--- config.mk ---
export PLATFORM = sky130hd
export DESIGN_NAME = thermal_sensor_reader
export DESIGN_NICKNAME = d
export VERILOG_FILES = /design/src/rtl/thermal_pkg.sv /design/src/rtl/thermal_spi_frame.sv /design/src/rtl/thermal_sensor_reader.sv
export SDC_FILE = /design/constraint.sdc
export NUM_CORES = 1
export LEC_CHECK = 0
export CORE_ASPECT_RATIO = 0.5
export CORE_MARGIN = 5
export CORE_UTILIZATION = 64
export CTS_CLUSTER_SIZE = 20
export DETAILED_ROUTE_END_ITERATION = 16
export PLACE_DENSITY_LB_ADDON = 0.05
export RECOVER_POWER = 100
export SETUP_SLACK_MARGIN = 0.4
export SYNTH_ARGS = -nofsm -noshare
export SYNTH_HDL_FRONTEND = slang
export SYNTH_SLANG_ARGS = --single-unit
--- constraint.sdc ---
create_clock -name clk -period 5.3 [get_ports clk]
set_input_delay 1.06 -clock clk [delete_from_list [all_inputs] [get_ports clk]]
set_output_delay 1.06 -clock clk [all_outputs]
set_load 0.005 [all_outputs]
--- src/rtl/thermal_pkg.sv ---
// thermal_pkg: shared FSM states, frame layout and frame-to-reading conversion
package thermal_pkg;
   localparam int FRAME_BITS = 16;
   localparam logic [7:0] TEMP_FAULT_VALUE = 8'hFF;
   localparam int FAULT_BIT = 2;
   localparam int MSB_BIT = 15;
   localparam int INT_HI = 14;
   localparam int INT_LO = 7;
   typedef enum logic [2:0] {S_IDLE, S_SETUP, S_SHIFT, S_HOLD, S_UPDATE} state_t;
   typedef enum logic {SEL_A, SEL_B} sel_t;
   typedef struct packed {
      logic       fault;
      logic [7:0] temp;
   } reading_t;
   function automatic reading_t convert(input logic [FRAME_BITS-1:0] frame);
      reading_t r;
      r.fault = frame[MSB_BIT] | frame[FAULT_BIT];
      r.temp = r.fault ? TEMP_FAULT_VALUE : frame[INT_HI:INT_LO];
      return r;
   endfunction
endpackage

--- src/rtl/thermal_spi_frame.sv ---
// thermal_spi_frame: one chip-select window (setup, 16 sclk periods, hold) capturing a 16-bit frame
module thermal_spi_frame
   import thermal_pkg::*;
#(
   parameter int CLK_DIV = 4
) (
   input  logic                  clk,
   input  logic                  rst,
   input  logic                  start,
   input  logic                  miso,
   output logic                  cs_n,
   output logic                  sclk,
   output logic [FRAME_BITS-1:0] frame,
   output logic                  done
);
   localparam logic [15:0] DIV_LAST = 16'(CLK_DIV - 1);
   state_t                state_q;
   logic [15:0]           cnt_q;
   logic [4:0]            half_q;
   logic                  sclk_q;
   logic                  cs_n_q;
   logic [FRAME_BITS-1:0] shift_q;
   logic                  cnt_last;
   logic                  half_end;
   logic                  rise;
   assign cnt_last = cnt_q == DIV_LAST;
   assign half_end = state_q == S_SHIFT && cnt_last;
   assign rise = half_end && !half_q[0];
   assign done = state_q == S_HOLD && cnt_last;
   assign cs_n = cs_n_q;
   assign sclk = sclk_q;
   assign frame = shift_q;
   // Phase sequencer; CS drops one cycle into SETUP and rises right after HOLD so back-to-back frames leave a both-high cycle
   always_ff @(posedge clk) begin
      if (rst) begin
         state_q <= S_IDLE;
         cnt_q   <= '0;
         half_q  <= '0;
         sclk_q  <= 1'b0;
         cs_n_q  <= 1'b1;
         shift_q <= '0;
      end else begin
         cnt_q  <= (state_q == S_IDLE || cnt_last) ? '0 : cnt_q + 16'd1;
         half_q <= state_q == S_SHIFT ? half_q + {4'd0, cnt_last} : '0;
         sclk_q <= half_end ? !half_q[0] : sclk_q;
         cs_n_q <= !(state_q == S_SETUP || state_q == S_SHIFT || (state_q == S_HOLD && !cnt_last));
         if (rise) shift_q <= {shift_q[FRAME_BITS-2:0], miso};
         case (state_q)
            S_IDLE:  state_q <= start ? S_SETUP : S_IDLE;
            S_SETUP: if (cnt_last) state_q <= S_SHIFT;
            S_SHIFT: if (cnt_last && half_q == 5'd31) state_q <= S_HOLD;
            S_HOLD:  if (cnt_last) state_q <= start ? S_SETUP : S_IDLE;
            default: state_q <= S_IDLE;
         endcase
      end
   end
endmodule

--- src/rtl/thermal_sensor_reader.sv ---
// thermal_sensor_reader: polls zone A/B sensors periodically and publishes converted readings as a pair
module thermal_sensor_reader
   import thermal_pkg::*;
#(
   parameter int CLK_DIV       = 4,
   parameter int SAMPLE_PERIOD = 1000
) (
   input  logic       clk,
   input  logic       rst,
   output logic       sclk,
   output logic       cs_a_n,
   output logic       cs_b_n,
   input  logic       miso,
   output logic [7:0] temp_sensor_a,
   output logic [7:0] temp_sensor_b,
   output logic       sensor_fault_a,
   output logic       sensor_fault_b,
   output logic       sample_valid
);
   localparam logic [31:0] PERIOD_LAST = 32'(SAMPLE_PERIOD - 1);
   state_t                state_q;
   sel_t                  sel_q;
   logic [31:0]           cnt_q;
   reading_t              hold_a_q;
   reading_t              hold_b_q;
   reading_t              out_a_q;
   reading_t              out_b_q;
   logic                  valid_q;
   logic                  start;
   logic                  cs_n;
   logic                  done;
   logic [FRAME_BITS-1:0] frame;
   reading_t              reading;
   assign reading = convert(frame);
   assign start = (state_q == S_IDLE && cnt_q == PERIOD_LAST) || (done && sel_q == SEL_A);
   thermal_spi_frame #(.CLK_DIV(CLK_DIV)) u_frame (
      .clk   (clk),
      .rst   (rst),
      .start (start),
      .miso  (miso),
      .cs_n  (cs_n),
      .sclk  (sclk),
      .frame (frame),
      .done  (done)
   );
   assign cs_a_n = cs_n | (sel_q != SEL_A);
   assign cs_b_n = cs_n | (sel_q != SEL_B);
   assign temp_sensor_a = out_a_q.temp;
   assign temp_sensor_b = out_b_q.temp;
   assign sensor_fault_a = out_a_q.fault;
   assign sensor_fault_b = out_b_q.fault;
   assign sample_valid = valid_q;
   // Period counter, A-then-B sequencing (S_SETUP covers the whole frame-engine window) and the paired output update
   always_ff @(posedge clk) begin
      if (rst) begin
         state_q  <= S_IDLE;
         sel_q    <= SEL_A;
         cnt_q    <= '0;
         hold_a_q <= '0;
         hold_b_q <= '0;
         out_a_q  <= '0;
         out_b_q  <= '0;
         valid_q  <= 1'b0;
      end else begin
         valid_q <= state_q == S_UPDATE;
         if (done && sel_q == SEL_A) hold_a_q <= reading;
         if (done && sel_q == SEL_B) hold_b_q <= reading;
         if (state_q == S_UPDATE) begin
            out_a_q <= hold_a_q;
            out_b_q <= hold_b_q;
         end
         case (state_q)
            S_IDLE: begin
               cnt_q   <= start ? '0 : cnt_q + 32'd1;
               state_q <= start ? S_SETUP : S_IDLE;
            end
            S_SETUP: begin
               if (done) sel_q <= sel_q == SEL_A ? SEL_B : SEL_A;
               if (done && sel_q == SEL_B) state_q <= S_UPDATE;
            end
            S_UPDATE: state_q <= S_IDLE;
            default:  state_q <= S_IDLE;
         endcase
      end
   end
endmodule

==> flow_summary_export.csv <==
group,metric,value,unit
synthesis,avgSynthCellArea,8.909,sq um
clocking,clk_latency,0.41,ns
critical_path,cp-end-kind,"flop",
floorplanning,chipHeight,70.85,um
floorplanning,rows,22,
placed_design,gp_congestion,0.7767,
route,vias,3654,
global_route,antenna_found_initial,0,
global_route,grt_use_total,20.42,%
synthesis,yosys_warnings,0,
route,drcViolationCount,0,
critical_path,crit_path_max_fanout,20,
synthesis,synth.area.top_cells,"dfxtp_1, xnor2_1, nor2_1",
final_layout,finalNetCount,559,
outcome,outcome,"finished with violations",
global_route,top_usage_layer,"met2",
outcome,violations,"capacitance limit, slew limit",
critical_path,arrival,3.80,ns
synthesis,synth_edf_count,0,
synthesis,yosys.area.top_type,"dfxtp_1",
timing,period_minus_slack,3.512,ns
critical_path,critPathBufInv,0,
final_layout,multi_input_area,2265,sq um
final_layout,instances_no_fill,654,
global_route,met1_usage,27.35,%
timing,final_hold_viol_count,0,
synthesis,syn-cell-area,4740,sq um
clocking,hold_buffers,0,
global_route,use_met2,31.80,%
floorplanning,core_area,7267,sq um
critical_path,crit_chain,"ha_1, nor4b_1, nand4_1, nor3b_1, nor3b_1, a2111oi_4",
clocking,cts_max_path_buffers,2,
timing,slew_viol_final,68,
synthesis,syn_nets,544,
critical_path,critPathRequiredTime,5.59,ns
worst_hold_path,hold_path_end,"sensor_fault_b",
route,wl,9.111,mm
critical_path,crit_family,"simple AND/OR/NAND/NOR gates",
global_route,grt_first_pass_wirelength,15.80,mm
placed_design,place_inst,624,
critical_path,r2r_cells,6,
synthesis,synthDistinctLibCells,40,
floorplanning,die_w,131.7,um
timing,finalSetupViolations,0,
synthesis,yosysMostFrequentCell,"dfxtp_1",
critical_path,slowest_stage,"nor3b_1",
final_layout,diodes,0,
clocking,cts.clk_slew.worst_paths,0.05,ns
placed_design,dp_hpwl,5.578,mm
synthesis,synthTopCellsByCount,"dfxtp_1, nor2_1, nand2_1",
timing,rsz0062_at_grt,"false",
power_and_ir_drop,p_leak,0.001887,uW
final_layout,drive_gt1_share,7.168,%
clocking,root_buffer,"clkbuf_16",
worst_hold_path,hold_class,"flop to flop",
synthesis,synth-seq-cells,113,
timing,max_freq,284.7,MHz
final_layout,n_fill_cell,519,
clocking,cts_made_buffers,17,
synthesis,synth.top_cell.area_share,47.73,%
floorplanning,start_util,65.22,%
route,antenna_left,0,
route,detail_route.vias_per_cell,5.587,
critical_path,r2r_end,"state_q[0]",
clocking,clock_sinks,113,
timing,final.setup.tns,0,ns
synthesis,synth-async-reset-ratio,0,%
global_route,met3_usage,6.037,%
critical_path,startpoint_type,"flop",
route,drt_pre_antenna_iters,4,
clocking,postCtsResizedCells,0,
critical_path,reg2reg_from,"u_frame.cnt_q[0]",
critical_path,crit_type,"flop to flop",
clocking,cts_tree,"done",
power_and_ir_drop,pwr_density_cell,361.3,nW/um^2
critical_path,critPathMaxStageDelay,1.64,ns
run,maxCapViolCount,2,
global_route,grt_max_degree,51,
final_layout,final-seq-area,2262,sq um
global_route,grt_overflow,0,
timing,worst_pin_slew,2.040,ns
timing,period_share,66.27,%
timing,relSlewSlack,-35.98,%
worst_hold_path,hp-start,"sensor_fault_b",
synthesis,synth_ff_type,"dfxtp_1",
route,dr.first_iter.drc_count,215,
placed_design,portBuffers,24,
critical_path,reg2reg_slack,1.79,ns
route,wl_per_cell,13.93,um
worst_hold_path,min_path_cells,2,
global_route,grt_pass1_vias,3392,
floorplanning,die-area,9331,sq um
synthesis,ys_seq_area_share,47.73,%
clocking,cts-htree-levels,4,
timing,skew,0.007313,ns
floorplanning,ios,25,
clocking,cts_setup_buffers,0,
critical_path,crit_path_frequent_cell,"nor3b_1",
synthesis,syn_inst,532,
final_layout,syn_to_final_growth,17.13,%
power_and_ir_drop,ir_worst_vdd,0.2358,mV
## logic make-up (layout without fill, tap and decap cells)
logic type / count (synthesis) / after routing / synth area share, %
DFF: 113 / 113 / 47.73
buffers and inverters: 47 / 73 / 4.409
and+or+nand+nor: 249 / 249 / 25.95
muxes: 18 / 18 / 3.801
AOI/OAI and AO/OA: 48 / 48 / 6.864
adders and majority gates: 9 / 9 / 2.376
xor gates and xnor gates: 48 / 48 / 8.870
## registers in the layout (all words and copies together), names as in the netlist
signal / flops
u_frame.cnt_q: 16
sample_valid: 1
sensor_fault_b: 1
u_frame.state_q: 2
u_frame.frame: 16
sensor_fault_a: 1
temp_sensor_a: 8
hold_b_q: 9
state_q: 2
cnt_q: 32
temp_sensor_b: 8
u_frame.cs_n: 1
u_frame.half_q: 5
hold_a_q: 9
u_frame.sclk: 1
sel_q: 1
## area by class of cell
type,count,area share [%]
flip-flops and latches,113,40.75
inverters,16,1.082
clock buffers,19,8.159
multi-input cells,372,40.79
clock inverters,11,2.502
well taps,96,2.164
repair buffers,27,4.553
## worst max-delay path by stage
stage                           from                end  slack, ns  cells past startpoint
floorplan                        rst  u_frame.cnt_q[10]       3.41                      4
global placement                 rst  u_frame.half_q[4]       2.55                      4
detailed placement  u_frame.cnt_q[0]         state_q[0]       2.53                      6
CTS                 u_frame.cnt_q[0]         state_q[0]       2.50                      6
global route        u_frame.cnt_q[0]         state_q[0]       1.34                      6
finish              u_frame.cnt_q[0]         state_q[0]       1.79                      6
## worst min-delay path, cell delays in order, from the launching register on
cell and delay, ns:
dfxtp_1 0.30, nand2_1 0.05, a21oi_1 0.05
## cells in the final DEF (no fill, tap or decap), types with 3 or more instances in the layout
| cell type | instances |
|---|---|
| nor3_1 | 40 |
| nand2b_1 | 3 |
| mux2i_1 | 18 |
| nand4_1 | 11 |
| nand3_1 | 12 |
| a211oi_1 | 18 |
| nor2_1 | 75 |
| or3_1 | 4 |
| bufinv_16 | 3 |
| nor4_1 | 19 |
| nand2_1 | 51 |
| dlygate4sd3_1 | 22 |
| and3_1 | 9 |
| inv_1 | 16 |
| xnor2_1 | 34 |
| and4_1 | 8 |
| clkbuf_16 | 17 |
| dfxtp_1 | 113 |
| clkinv_2 | 5 |
| a21oi_1 | 22 |
| ha_1 | 9 |
| xor2_1 | 14 |
| or2_2 | 3 |
## per-layer routing
| layer | vias up | share of wire, % |
|---|---|---|
| met2 | 60 | 45 |
| li1 | 1876 | - |
| met5 | - | 0 |
| met4 | 0 | 1.0 |
| met3 | 14 | 3.5 |
| met1 | 1704 | 50 |
## through the flow
stage,hold slack (ns),utilization (%),cell area [sq um],worst slack (ns),total power (uW)
after detailed placement,0.4423,68.44,4974,2.527,894.0
final,0.4488,76.39,5552,1.788,2006
after floorplan,0.4218,-,4740,3.411,889.2
after global routing,0.4675,76.39,5552,1.336,2068
after CTS,0.4536,76.58,5565,2.503,2024
after global placement,0.4400,68.44,4974,2.549,893.8
## where the power goes
part / switching [uW] / internal (uW)
sequential: 3.09 / 854
combinational: 14.2 / 5.51
clock: 376 / 753
total: 394 / 1610
No activity file was read; power rests on OpenSTA's default activity.
